--- src/rtl/demux_1_to_4_deser.sv ---
// -----------------------------------------------------------------------------
// demux_1_to_4_deser
//
// Purpose:
//   1-to-4 serial-to-parallel deserializer with valid/ready handshakes on both
//   sides. Serial bits are steered into a 4-bit capture register slot by slot.
//   When the fourth bit of a word is accepted, the completed word moves into
//   the output register A. Collection of the next word continues while A is
//   still waiting to be consumed, so the capture register and A together act
//   as a double buffer.
//
// Parameters:
//   LSB_FIRST  1: the first bit of a word lands in A[0].
//              0: the first bit of a word lands in A[3].
//
// Ports:
//   clk        in   single clock, rising-edge active
//   reset      in   synchronous active-high reset
//   B          in   serial data bit
//   B_valid    in   B holds a bit to transfer
//   B_ready    out  block can accept B this cycle (combinational)
//   clear      in   synchronous abort of the partially collected word
//   A          out  assembled 4-bit parallel word
//   A_valid    out  A holds an unconsumed word
//   out_ready  in   consumer takes A this cycle when A_valid=1
//   control    out  A bit index the next accepted B will be written to
// -----------------------------------------------------------------------------
module demux_1_to_4_deser #(
    parameter int LSB_FIRST = 1
) (
    input  logic       clk,
    input  logic       reset,
    input  logic       B,
    input  logic       B_valid,
    output logic       B_ready,
    input  logic       clear,
    output logic [3:0] A,
    output logic       A_valid,
    input  logic       out_ready,
    output logic [1:0] control
);

    logic [1:0] r_ctr;
    logic [3:0] r_cap;
    logic [3:0] r_a;
    logic       r_a_valid;

    logic [1:0] w_control;
    logic [3:0] w_word;
    logic       w_ready;
    logic       w_accept;
    logic       w_complete;

    // Slot index: counts up for LSB-first, down from 3 for MSB-first.
    assign w_control = (LSB_FIRST != 0) ? r_ctr : (2'd3 - r_ctr);

    // Stall only when the last slot would complete a word while A is still
    // occupied and not being drained this cycle. clear is deliberately not
    // part of this equation.
    assign w_ready    = !((r_ctr == 2'd3) && r_a_valid && !out_ready);
    assign w_accept   = B_valid && w_ready;
    assign w_complete = w_accept && (r_ctr == 2'd3) && !clear;

    // Capture register with the incoming bit merged into its slot. This is both
    // the next cap value on accept and the completed word on the fourth accept.
    generate
        for (genvar gi = 0; gi < 4; gi++) begin : g_word
            assign w_word[gi] = (w_control == 2'(gi)) ? B : r_cap[gi];
        end
    endgenerate

    always_ff @(posedge clk) begin
        if (reset) begin
            r_ctr     <= 2'd0;
            r_cap     <= 4'd0;
            r_a       <= 4'd0;
            r_a_valid <= 1'b0;
        end else begin
            // Capture side: clear wins over any bit accepted this cycle.
            if (clear) begin
                r_ctr <= 2'd0;
                r_cap <= 4'd0;
            end else if (w_accept) begin
                r_ctr <= r_ctr + 2'd1;
                r_cap <= w_word;
            end

            // Output side: a completing word overrides the drain so a word
            // consumed in the same cycle is replaced without a bubble.
            if (w_complete) begin
                r_a       <= w_word;
                r_a_valid <= 1'b1;
            end else if (r_a_valid && out_ready) begin
                r_a_valid <= 1'b0;
            end
        end
    end

    assign B_ready = w_ready;
    assign A       = r_a;
    assign A_valid = r_a_valid;
    assign control = w_control;

endmodule

--- config.mk ---
export PLATFORM = sky130hd
export DESIGN_NAME = demux_1_to_4_deser
export DESIGN_NICKNAME = d
export VERILOG_FILES = /design/src/rtl/demux_1_to_4_deser.sv
export SDC_FILE = /design/constraint.sdc
export NUM_CORES = 1
export LEC_CHECK = 0
export BUFFER_PORTS_ARGS = -buffer_cell sky130_fd_sc_hd__buf_2
export CAP_MARGIN = 10
export CORE_AREA = 3 3 40 42
export DETAILED_ROUTE_END_ITERATION = 10
export DIE_AREA = 0 0 43 45
export GPL_TIMING_DRIVEN = 0
export SETUP_SLACK_MARGIN = 0.02
export SLEW_MARGIN = 10
export SYNTH_ARGS = -nofsm -noshare
export SYNTH_HDL_FRONTEND = slang
export SYNTH_SLANG_ARGS = --single-unit
--- constraint.sdc ---
create_clock -name clk -period 1.6 [get_ports clk]
set_input_delay 0.32 -clock clk [delete_from_list [all_inputs] [get_ports clk]]
set_output_delay 0.32 -clock clk [all_outputs]
set_load 0.05 [all_outputs]
==> metrics.md, run 1 <==
| Metric | Value |
|---|---|
| Die height | `45 um` |
| Cell count after synthesis | `58` |
| Avg Cell Area, Syn | `9.21 um2` |
| Final hold slack | `0.300 ns` |
| Tightest Hold Check Type | `in -> reg` |
| Cell types occupying the most area after synthesis | `sky130_fd_sc_hd__dfxtp_1 (37%), sky130_fd_sc_hd__ha_1 (9.4%), sky130_fd_sc_hd__mux2i_1 (7.5%)` |
| Number of antenna repair diodes | `0` |
| CP required | `1.28 ns` |
| Non-Filler Instances | `95` |
| Cell internal pwr | `0.409 mW` |
| Clk root buf | `sky130_fd_sc_hd__clkbuf_4` |
| Number of top-level design ports | `14` |
| Final RePlAce weighted congestion | `0.714` |
| Total number of yosys warnings | `0` |
| Final setup vio count | `0` |
| Net count after synthesis | `68` |
| Standard cell core area | `1280 um2` |
| Count of input and output buffers | `12` |
| Worst hold endpoint | `A_valid` |
| Top cell type by total area after synthesis | `sky130_fd_sc_hd__dfxtp_1` |
| Outcome | `finished clean` |
| Type of element launching the critical path | `register` |
| Cell area after synthesis | `534 um2` |
| Number of global-route vias before repair | `448` |
| Number of cells traversed by the worst hold path | `2` |
| Count of routing violations after the opening detailed-route iteration | `1` |
| First-pass GRT wire length | `1940 um` |
| Worst reg2reg endpoint | `A[1]` |
| Net total in the final layout | `91` |
| Detailed-route vias per instance | `4.96` |
| Time the worst path needs with I/O delays and setup | `1.55 ns` |
| Fraction of layout cells with a size suffix above 1 | `50.0%` |
| Largest net degree at the start of global routing | `8` |
| Post-Route Skew | `0.00111 ns` |
| Post-synthesis sequential area ratio | `37.5%` |
| Post-Route WL | `1140 um` |
| Crit path buffers/inverters | `2` |
| Delay contributed by the slowest stage of the critical path | `0.36 ns` |
| Worst-case vdd ir drop | `0.380 mV` |
| Cell Count Post-Placement | `85` |
| Maximum fanout along the worst path | `2` |
| Max-slew headroom at the worst pin | `75.0%` |
| Number of buffers created by CTS | `3` |
| Initial antenna violation count | `0` |
| Maximum Capacitance Violations | `0` |
| Critical Path, Cell by Cell | `ha_4 -> and3b_2 -> clkinvlp_4 -> buf_8` |
| Routed len/inst | `12.0 um` |
| Sequential power share | `47.2%` |
| Area share of the largest cell type after synthesis | `37.5%` |
| GRT Residual Overflow | `0` |
| Synthesis-to-finish area growth | `42.4%` |
| Setup Crit Path Kind | `reg -> out` |
| Synth unique cells | `21` |
| Part of the total power dissipated in the clock network | `42.9%` |
| Maximum level of the CTS H-tree | `1` |
| Kind of end point of the critical path | `output pin` |
| Clock Pin Slew Worst Setup and Hold Paths | `0.07 ns` |
| RSZ-0062 raised after global routing | `true` |
| Setup TNS | `0 ns` |
| Final clock period utilization by the worst path | `96.6%` |
| Area of the die | `1940 um2` |
| DRC viols | `0` |
| Final Max Slew Viols | `0` |
| Global-route total usage across every layer | `13.7%` |
| Critical-path top delay cell | `sky130_fd_sc_hd__dfxtp_4` |
| Number of iterations in the first detailed-routing pass | `2` |
| Switching part of the total | `23.1%` |
| Number of hold buffers added after CTS | `0` |
| Yosys reg bits | `10` |
| Switching power total | `0.123 mW` |
| Initial standard-cell utilization of the core | `41.6%` |
| Maximum buffer depth of the clock tree | `2` |
| Number of nets still failing antenna checks after routing | `0` |
| Origin of the worst min-delay path | `reset` |
| Share of the core filled with cells | `59.2%` |
| Number of sinks driven by the clock tree | `10` |
| RR Startpoint | `control[1]` |
| Via count | `471` |
| Clock insertion delay at the later pin of the skew report | `0.26 ns` |
| Maximum clock frequency | `647 MHz` |
| Critical Path AT | `1.23 ns` |
| Lkg Pwr | `0.342 nW` |
| TritonCTS clock tree | `done` |
| Logic gate share of total power | `9.9%` |
| Number of cell instances on the worst register-to-register path | `6` |
| Power density relative to cell area | `700 nW/um2` |
| Slack of the worst reg-to-reg path | `0.10 ns` |
| Final number of hold-violating endpoints | `0` |
| DP Wirelength | `804 um` |
| Die extent in x | `43 um` |
| Core Rows | `13` |
| Transition time at the pin with the least slew margin | `0.373 ns` |
| Family with the most delay on the worst path | `flip-flops` |
[flip-flops by register name (all words and copies together), names as in the netlist]
name and flops:
A 4, control 2, A_valid 1, r_cap 3
[synthesized netlist by cell type (all sizes together)]
library cell and count:
or3 1, nor2 1, mux2i 4, inv 7, a21oi 1, o21ai 2
dfxtp 10, or2b 1, a211oi 3, ha 4, a21boi 2, nand2b 2
nor4 3, nor2b 1, buf 2, nand3 5, mux2 3, nand2 5
and3b 1
[cell families after synthesis]
group,share of synthesized area (%)
AND/OR/NAND/NOR,21.5
flip-flops,37.5
buffers and inverters,7.96
AO/OA/AOI/OAI,9.83
multiplexers,13.8
adder cells (fa/ha/maj),9.37
[layout by cell type (no fill, tap or decap), types with 2 or more instances in the layout]
master,synthesis,routed
sky130_fd_sc_hd__o21ai_0,2,2
sky130_fd_sc_hd__buf_2,1,12
sky130_fd_sc_hd__dfxtp_1,10,7
sky130_fd_sc_hd__ha_1,4,2
sky130_fd_sc_hd__mux2i_1,4,4
sky130_fd_sc_hd__a211oi_1,3,3
sky130_fd_sc_hd__nand3_1,5,2
sky130_fd_sc_hd__nor4_2,0,2
sky130_fd_sc_hd__inv_1,7,6
sky130_fd_sc_hd__mux2_2,3,3
sky130_fd_sc_hd__clkbuf_4,0,3
sky130_fd_sc_hd__nand3_2,0,3
sky130_fd_sc_hd__buf_4,0,6
sky130_fd_sc_hd__nand2b_1,2,2
sky130_fd_sc_hd__nand2_1,4,4
sky130_fd_sc_hd__a21boi_0,2,2
sky130_fd_sc_hd__dfxtp_4,0,2
[worst reg2reg max path: stages, from the launching register on]
cell,delay [ns]
sky130_fd_sc_hd__dfxtp_4,0.35
sky130_fd_sc_hd__buf_4,0.14
sky130_fd_sc_hd__inv_1,0.07
sky130_fd_sc_hd__ha_1,0.20
sky130_fd_sc_hd__mux2_2,0.35
sky130_fd_sc_hd__nor4_1,0.19
sky130_fd_sc_hd__a211oi_1,0.08
[stage by stage]
step / instance area (um2) / power (mW) / setup slack (ns)
after floorplan: 566 / 0.289 / 0.0362
after global placement: 644 / 0.304 / 0.0906
after detailed placement: 644 / 0.305 / 0.0863
after CTS: 727 / 0.537 / 0.0263
after global routing: 761 / 0.555 / 0.0136
final: 761 / 0.532 / 0.0549
[layer usage]
metal	up-vias	part of all wire, %	global-route usage, %
met2	8	47	21.3
met3	4	3.7	2.39
li1	244	-	-
met4	0	1.9	9.04
met5	-	0	0
met1	215	47	17.5
[worst max path at each step]
stage               end        from  cells after the start
6_report        B_ready  control[1]                      4
2_1_floorplan  r_cap[0]  control[1]                      5
5_1_grt         B_ready  control[1]                      4
3_3_place_gp    B_ready  control[0]                      4
4_1_cts         B_ready  control[0]                      4
3_5_place_dp    B_ready  control[0]                      4
[area by class of cell]
type                            count  area, um2
Buffer                              2       16.3
Clock buffer                        4       36.3
Fill cell                         107        524
Inverter                            7       30.0
Multi-Input combinational cell     39        335
Sequential cell                    10        209
Tap cell                           15       18.8
Timing Repair Buffer               18        115
[power by group through the flow]
stage          Combinational (mW)  Sequential [mW]  Clock [mW]
5_1_grt                    0.0584            0.252       0.245
3_5_place_dp               0.0472            0.258           0
4_1_cts                    0.0507            0.251       0.235
6_report                   0.0527            0.251       0.228
2_1_floorplan              0.0260            0.263           0
3_3_place_gp               0.0469            0.258           0
[timing repair]
item | in CTS | in global routing
buffers inserted | 4 | 2
resized for setup | 3 | 4
pin swaps | 1 | 2
cloned | 0 | 0
endpoints found under the setup margin | 1 | 3
Note: power is estimated with default switching activity, not from simulation.
==> inputs of run 2 (changes only) <==
Settings changed: BUFFER_PORTS_ARGS -buffer_cell sky130_fd_sc_hd__buf_2 to -buffer_cell sky130_fd_sc_hd__clkbuf_2.
==> metrics.md, run 2 (synthesis results as in run 1) <==
| Metric | Value |
|---|---|
| Maximum Capacitance Violations | `0 (unchanged)` |
| Largest net degree at the start of global routing | `8 (unchanged)` |
| Count of routing violations after the opening detailed-route iteration | `11 (+10)` |
| Critical path launch point | `control[0]` |
| RR Startpoint | `control[0]` |
| Clk root buf | `sky130_fd_sc_hd__clkbuf_4` |
| Number of sinks driven by the clock tree | `10 (unchanged)` |
| GRT Residual Overflow | `0 (unchanged)` |
| Worst-case vdd ir drop | `0.428 mV (+13%)` |
| Final RePlAce weighted congestion | `0.715 (about the same)` |
| Core Rows | `13 (unchanged)` |
| Maximum level of the CTS H-tree | `1 (unchanged)` |
| Number of iterations in the first detailed-routing pass | `4 (+2)` |
| Post-Route WL | `1130 um (-0.88%)` |
| Maximum fanout along the worst path | `2 (unchanged)` |
| Cell Count Post-Placement | `85 (unchanged)` |
| Number of fillers in the final layout | `112 (+4.7%)` |
| Tightest Hold Check Type | `in -> reg` |
| Type of element launching the critical path | `register` |
| Number of top-level design ports | `14 (unchanged)` |
| First-pass GRT wire length | `2020 um (+4.3%)` |
| Max reg flops | `4 (unchanged)` |
| Setup Crit Path Kind | `reg -> out` |
| Transition time at the pin with the least slew margin | `0.466 ns (+0.0926 ns)` |
| Routed len/inst | `11.8 um (-1.9%)` |
| Dpl cell area | `644 um2 (unchanged)` |
| Critical Path AT | `1.26 ns (+0.03 ns)` |
| RSZ-0062 raised after global routing | `true` |
| Final setup vio count | `0 (unchanged)` |
| Global-route total usage across every layer | `14.4% (+0.72 points)` |
| Non-Filler Instances | `96 (+1.1%)` |
| Area used by multi-input combinational logic | `353 um2 (+5.2%)` |
| Number of buffers created by CTS | `3 (unchanged)` |
| Die extent in x | `43 um (unchanged)` |
| Highest metal layer with signal wires | `met4` |
| Die height | `45 um (unchanged)` |
| Sequential Area | `209 um2 (unchanged)` |
| Post-Route Skew | `0.00863 ns (+0.00752 ns)` |
| Initial standard-cell utilization of the core | `41.6% (unchanged)` |
| Number of nets still failing antenna checks after routing | `0 (unchanged)` |
| Leading cell type in the layout, fill and taps excluded | `sky130_fd_sc_hd__clkbuf_2` |
| Final number of hold-violating endpoints | `0 (unchanged)` |
| CP required | `1.28 ns (about the same)` |
| Count of input and output buffers | `12 (unchanged)` |
| Maximum buffer depth of the clock tree | `2 (unchanged)` |
| Metal2 WL | `524 um (-2.4%)` |
| DRC viols | `0 (unchanged)` |
| Initial antenna violation count | `0 (unchanged)` |
| Maximum clock frequency | `631 MHz (-2.5%)` |
| Share of the core filled with cells | `61.1% (+1.9 points)` |
| Time the worst path needs with I/O delays and setup | `1.58 ns (+0.0398 ns)` |
| Number of antenna repair diodes | `0 (unchanged)` |
| Detailed-route vias per instance | `4.99 (+0.64%)` |
| Synthesis-to-finish area growth | `47.1%` |
| Origin of the worst min-delay path | `reset` |
| Fraction of layout cells with a size suffix above 1 | `50.6% (+0.62 points)` |
| Power density relative to cell area | `630 nW/um2 (-10%)` |
| Kind of end point of the critical path | `output pin` |
| Final Max Slew Viols | `0 (unchanged)` |
| Max-slew headroom at the worst pin | `68.9% (-6.1 points)` |
| Clock insertion delay at the later pin of the skew report | `0.27 ns (about the same)` |
| Standard cell core area | `1280 um2 (unchanged)` |
| Post-route cell area | `786 um2 (+3.3%)` |
| Sum of routed wire segments on met1 | `530 um (-1.7%)` |
| Most frequent cells in the layout | `sky130_fd_sc_hd__clkbuf_2 (11), sky130_fd_sc_hd__dfxtp_1 (7), sky130_fd_sc_hd__buf_4 (7)` |
| TritonCTS clock tree | `done` |
| Area of the die | `1940 um2 (unchanged)` |
| Outcome | `finished clean` |
| Net total in the final layout | `92 (+1.1%)` |
| Met3 Wirelength | `51 um (+21%)` |
| Via count | `479 (+1.7%)` |
| Lkg Pwr | `0.347 nW (+1.4%)` |
| Final hold slack | `0.316 ns (+0.0161 ns)` |
| Number of global-route vias before repair | `477 (+6.5%)` |
| Final clock period utilization by the worst path | `99.1% (+2.5 points)` |
| Clock Pin Slew Worst Setup and Hold Paths | `0.07 ns (about the same)` |
==> run 2: cell types whose count changed in the layout (fill, tap and decap cells not counted), sizes merged <==
cell    before  now
clkbuf       4   16
buf         20    9
==> run 2: final timing paths <==
kind,end,slack (ns),cells after the start
max,B_ready,0.02,4
min,A[0],0.32,2
max reg2reg,A[1],0.10,7
min reg2reg,A[2],0.46,2
==> run 2: worst max-delay path, stage by stage, from the launching register on <==
cell	delay, ns
sky130_fd_sc_hd__dfxtp_4	0.36
sky130_fd_sc_hd__ha_4	0.13
sky130_fd_sc_hd__and3b_2	0.21
sky130_fd_sc_hd__clkinvlp_4	0.11
sky130_fd_sc_hd__clkbuf_16	0.18
==> run 2: layer usage <==
| layer | vias up | track usage (%) |
|---|---|---|
| met5 | - | 0 |
| met4 | 0 | 9.04 |
| met3 | 2 | 3.59 |
| met2 | 11 | 23.1 |
| met1 | 222 | 17.3 |
| li1 | 244 | - |
==> run 2: stage by stage <==
stage,power [mW],setup WS (ns),TNS (ns)
after global placement,0.304,0.0629,0
after global routing,0.524,-0.0540,-0.0540
after CTS,0.498,0.00951,0
final,0.495,0.0151,0
after detailed placement,0.305,0.0544,0
after floorplan,0.289,0.0362,0
==> run 2: layout make-up <==
cell class                      instances  share of cell area (%)
Timing Repair Buffer                   19                    16.9
Clock buffer                            4                    3.34
Multi-Input combinational cell         39                    44.9
Buffer                                  2                    2.07
Inverter                                7                    3.82
Sequential cell                        10                    26.6
Tap cell                               15                    2.39
==> run 2: what timing repair did <==
item / in CTS / in global routing
hold buffers: 0 / 0
pin swaps: 2 / 2
cloned: 0 / 0
resized for setup: 4 / 5
setup buffers: 6 / 1
endpoints found under the setup margin: 1 / 4
==> run 2: report_power, final <==
part	switching, mW	leakage, nW	internal [mW]
combinational	0.0324	0.249	0.0229
sequential	0.00224	0.0828	0.249
clock	0.0917	0.0150	0.0965
total	0.126	0.347	0.369
==> inputs of run 3 (changes only) <==
Settings changed: GPL_TIMING_DRIVEN 0 to 1.
==> metrics.md, run 3 (synthesis results as in run 1) <==
| Metric | Value |
|---|---|
| Maximum level of the CTS H-tree | `1 (unchanged)` |
| Global-route total usage across every layer | `13.2% (-1.2 points)` |
| Post-route cell area | `793 um2 (+0.96%)` |
| Highest metal layer with signal wires | `met3` |
| Sum of routed wire segments on met1 | `562 um (+6.0%)` |
| Final hold slack | `0.287 ns (-0.0294 ns)` |
| Net total in the final layout | `92 (unchanged)` |
| Metal2 WL | `491 um (-6.3%)` |
| Worst reg2reg endpoint | `r_cap[2]` |
| Critical Path, Cell by Cell | `ha_4 -> and3b_2 -> clkinvlp_4 -> clkbuf_16` |
| Cell internal pwr | `0.409 mW (+11%)` |
| Max-slew headroom at the worst pin | `69.5% (+0.57 points)` |
| Max reg flops | `4 (unchanged)` |
| Via count | `468 (-2.3%)` |
| Count of input and output buffers | `13 (+1)` |
| RR Startpoint | `control[0]` |
| Clk root buf | `sky130_fd_sc_hd__clkbuf_4` |
| Number of antenna repair diodes | `0 (unchanged)` |
| Maximum fanout along the worst path | `2 (unchanged)` |
| Leading cell type in the layout, fill and taps excluded | `sky130_fd_sc_hd__clkbuf_2` |
| Non-Filler Instances | `96 (unchanged)` |
| First-pass GRT wire length | `1850 um (-8.5%)` |
| Routed len/inst | `11.6 um (-1.5%)` |
| Standard cell core area | `1280 um2 (unchanged)` |
| Power density relative to cell area | `677 nW/um2 (+7.6%)` |
| Share of the core filled with cells | `61.7% (+0.58 points)` |
| Die height | `45 um (unchanged)` |
| Number of top-level design ports | `14 (unchanged)` |
| Clock insertion delay at the later pin of the skew report | `0.27 ns (about the same)` |
| Critical-path top delay cell | `sky130_fd_sc_hd__dfxtp_4` |
| Number of global-route vias before repair | `422 (-12%)` |
| Delay contributed by the slowest stage of the critical path | `0.36 ns (about the same)` |
| Endpoint of the worst setup timing path | `B_ready` |
| Number of sinks driven by the clock tree | `10 (unchanged)` |
| Time the worst path needs with I/O delays and setup | `1.58 ns (-0.00414 ns)` |
| Number of nets still failing antenna checks after routing | `0 (unchanged)` |
| Number of cell instances on the worst register-to-register path | `8 (+1)` |
| Slack of the worst reg-to-reg path | `0.11 ns (about the same)` |
| Outcome | `finished clean` |
| Final Max Slew Viols | `0 (unchanged)` |
| Transition time at the pin with the least slew margin | `0.457 ns (-0.00853 ns)` |
| Lkg Pwr | `0.351 nW (+1.0%)` |
| Maximum clock frequency | `633 MHz (+0.26%)` |
| Dpl cell area | `648 um2 (+0.58%)` |
| Maximum Capacitance Violations | `0 (unchanged)` |
| Core Rows | `13 (unchanged)` |
| Count of routing violations after the opening detailed-route iteration | `5 (-6)` |
| Number of iterations in the first detailed-routing pass | `4 (unchanged)` |
| Fraction of layout cells with a size suffix above 1 | `51.9% (+1.2 points)` |
| Critical Path AT | `1.26 ns (about the same)` |
| Switching power total | `0.128 mW (+1.7%)` |
| Area of the die | `1940 um2 (unchanged)` |
| Kind of end point of the critical path | `output pin` |
| Post-Route WL | `1120 um (-1.5%)` |
| CP required | `1.28 ns (about the same)` |
| Post-Route Skew | `0.00381 ns (-0.00482 ns)` |
| Most frequent cells in the layout | `sky130_fd_sc_hd__clkbuf_2 (12), sky130_fd_sc_hd__dfxtp_1 (7), sky130_fd_sc_hd__buf_4 (7)` |
| Setup TNS | `0 ns (unchanged)` |
| Cell Count Post-Placement | `86 (+1.2%)` |
| Family with the most delay on the worst path | `flip-flops` |
| Initial antenna violation count | `0 (unchanged)` |
| Number of buffers created by CTS | `3 (unchanged)` |
| RSZ-0062 raised after global routing | `true` |
| Final clock period utilization by the worst path | `98.8% (-0.26 points)` |
| Setup Crit Path Kind | `reg -> out` |
| Met3 Wirelength | `61 um (+20%)` |
| DRC viols | `0 (unchanged)` |
| Final RePlAce weighted congestion | `0.733 (+2.5%)` |
| Logic gate share of total power | `9.8% (-1.4 points)` |
| Initial standard-cell utilization of the core | `41.6% (unchanged)` |
| Final number of hold-violating endpoints | `0 (unchanged)` |
| Crit path buffers/inverters | `2 (unchanged)` |
| Tightest Hold Check Type | `in -> reg` |
| Sequential power share | `46.8% (-4.0 points)` |
| Switching part of the total | `23.9% (-1.6 points)` |
| CP Depth | `4 (unchanged)` |
| TritonCTS clock tree | `done` |
| Final setup vio count | `0 (unchanged)` |
| Synthesis-to-finish area growth | `48.5%` |
| Detailed-route vias per instance | `4.88 (-2.3%)` |
| Critical path launch point | `control[0]` |
| Die extent in x | `43 um (unchanged)` |
| Maximum buffer depth of the clock tree | `2 (unchanged)` |
| Type of element launching the critical path | `register` |
| Clock Pin Slew Worst Setup and Hold Paths | `0.07 ns (about the same)` |
| Worst-case vdd ir drop | `0.521 mV (+22%)` |
| Part of the total power dissipated in the clock network | `43.4% (+5.4 points)` |
| Largest net degree at the start of global routing | `8 (unchanged)` |
| DP Wirelength | `804 um` |
| GRT Residual Overflow | `0 (unchanged)` |
[run 3: cell count changes in the layout (fill, tap and decap cells not counted)]
cell                       change
sky130_fd_sc_hd__a211oi_1      +1
sky130_fd_sc_hd__a211oi_2      -1
sky130_fd_sc_hd__buf_2         -1
sky130_fd_sc_hd__clkbuf_1      -1
sky130_fd_sc_hd__clkbuf_2      +1
sky130_fd_sc_hd__clkbuf_8      +1
sky130_fd_sc_hd__ha_1          -1
sky130_fd_sc_hd__ha_2          +1
[run 3: what timing repair did]
item                       CTS  global route
gates resized for setup      4             6
setup buffers                4             2
pin swaps                    2             2
setup endpoints to repair    1             4
hold buffers                 0             0
[run 3: worst min path at each step]
stage / to / from / cells after the start
global placement: A[1] / A[1] / 2
finish: A_valid / reset / 2
CTS: A_valid / reset / 2
detailed placement: A[1] / A[1] / 2
floorplan: A_valid / reset / 1
global route: A_valid / reset / 2
[run 3: final cells by class]
| class | instances | area (um2) |
|---|---|---|
| Clock buffer | 4 | 36.3 |
| Fill cell | 108 | 492 |
| Inverter | 7 | 30.0 |
| Multi-Input combinational cell | 39 | 350 |
| Sequential cell | 10 | 209 |
| Tap cell | 15 | 18.8 |
| Timing Repair Buffer | 21 | 149 |
[run 3: routing by layer]
metal  GRT usage [%]  up-vias
met4            5.42        0
met1            17.5      211
li1                -      249
met2            18.6        8
met5               0        -
met3            5.98        0
[run 3: metrics by stage]
step / setup slack (ns) / total power [mW]
detailed placement: 0.170 / 0.305
CTS: -0.00616 / 0.543
floorplan: 0.0362 / 0.289
finish: 0.0192 / 0.537
global placement: 0.163 / 0.305
global route: -0.0286 / 0.563
[run 3: power groups by stage]
stage	clock, mW	combinational (mW)	sequential, mW
global placement	0	0.0479	0.257
CTS	0.241	0.0508	0.251
floorplan	0	0.0260	0.263
global route	0.252	0.0589	0.252
detailed placement	0	0.0475	0.258
finish	0.233	0.0528	0.251
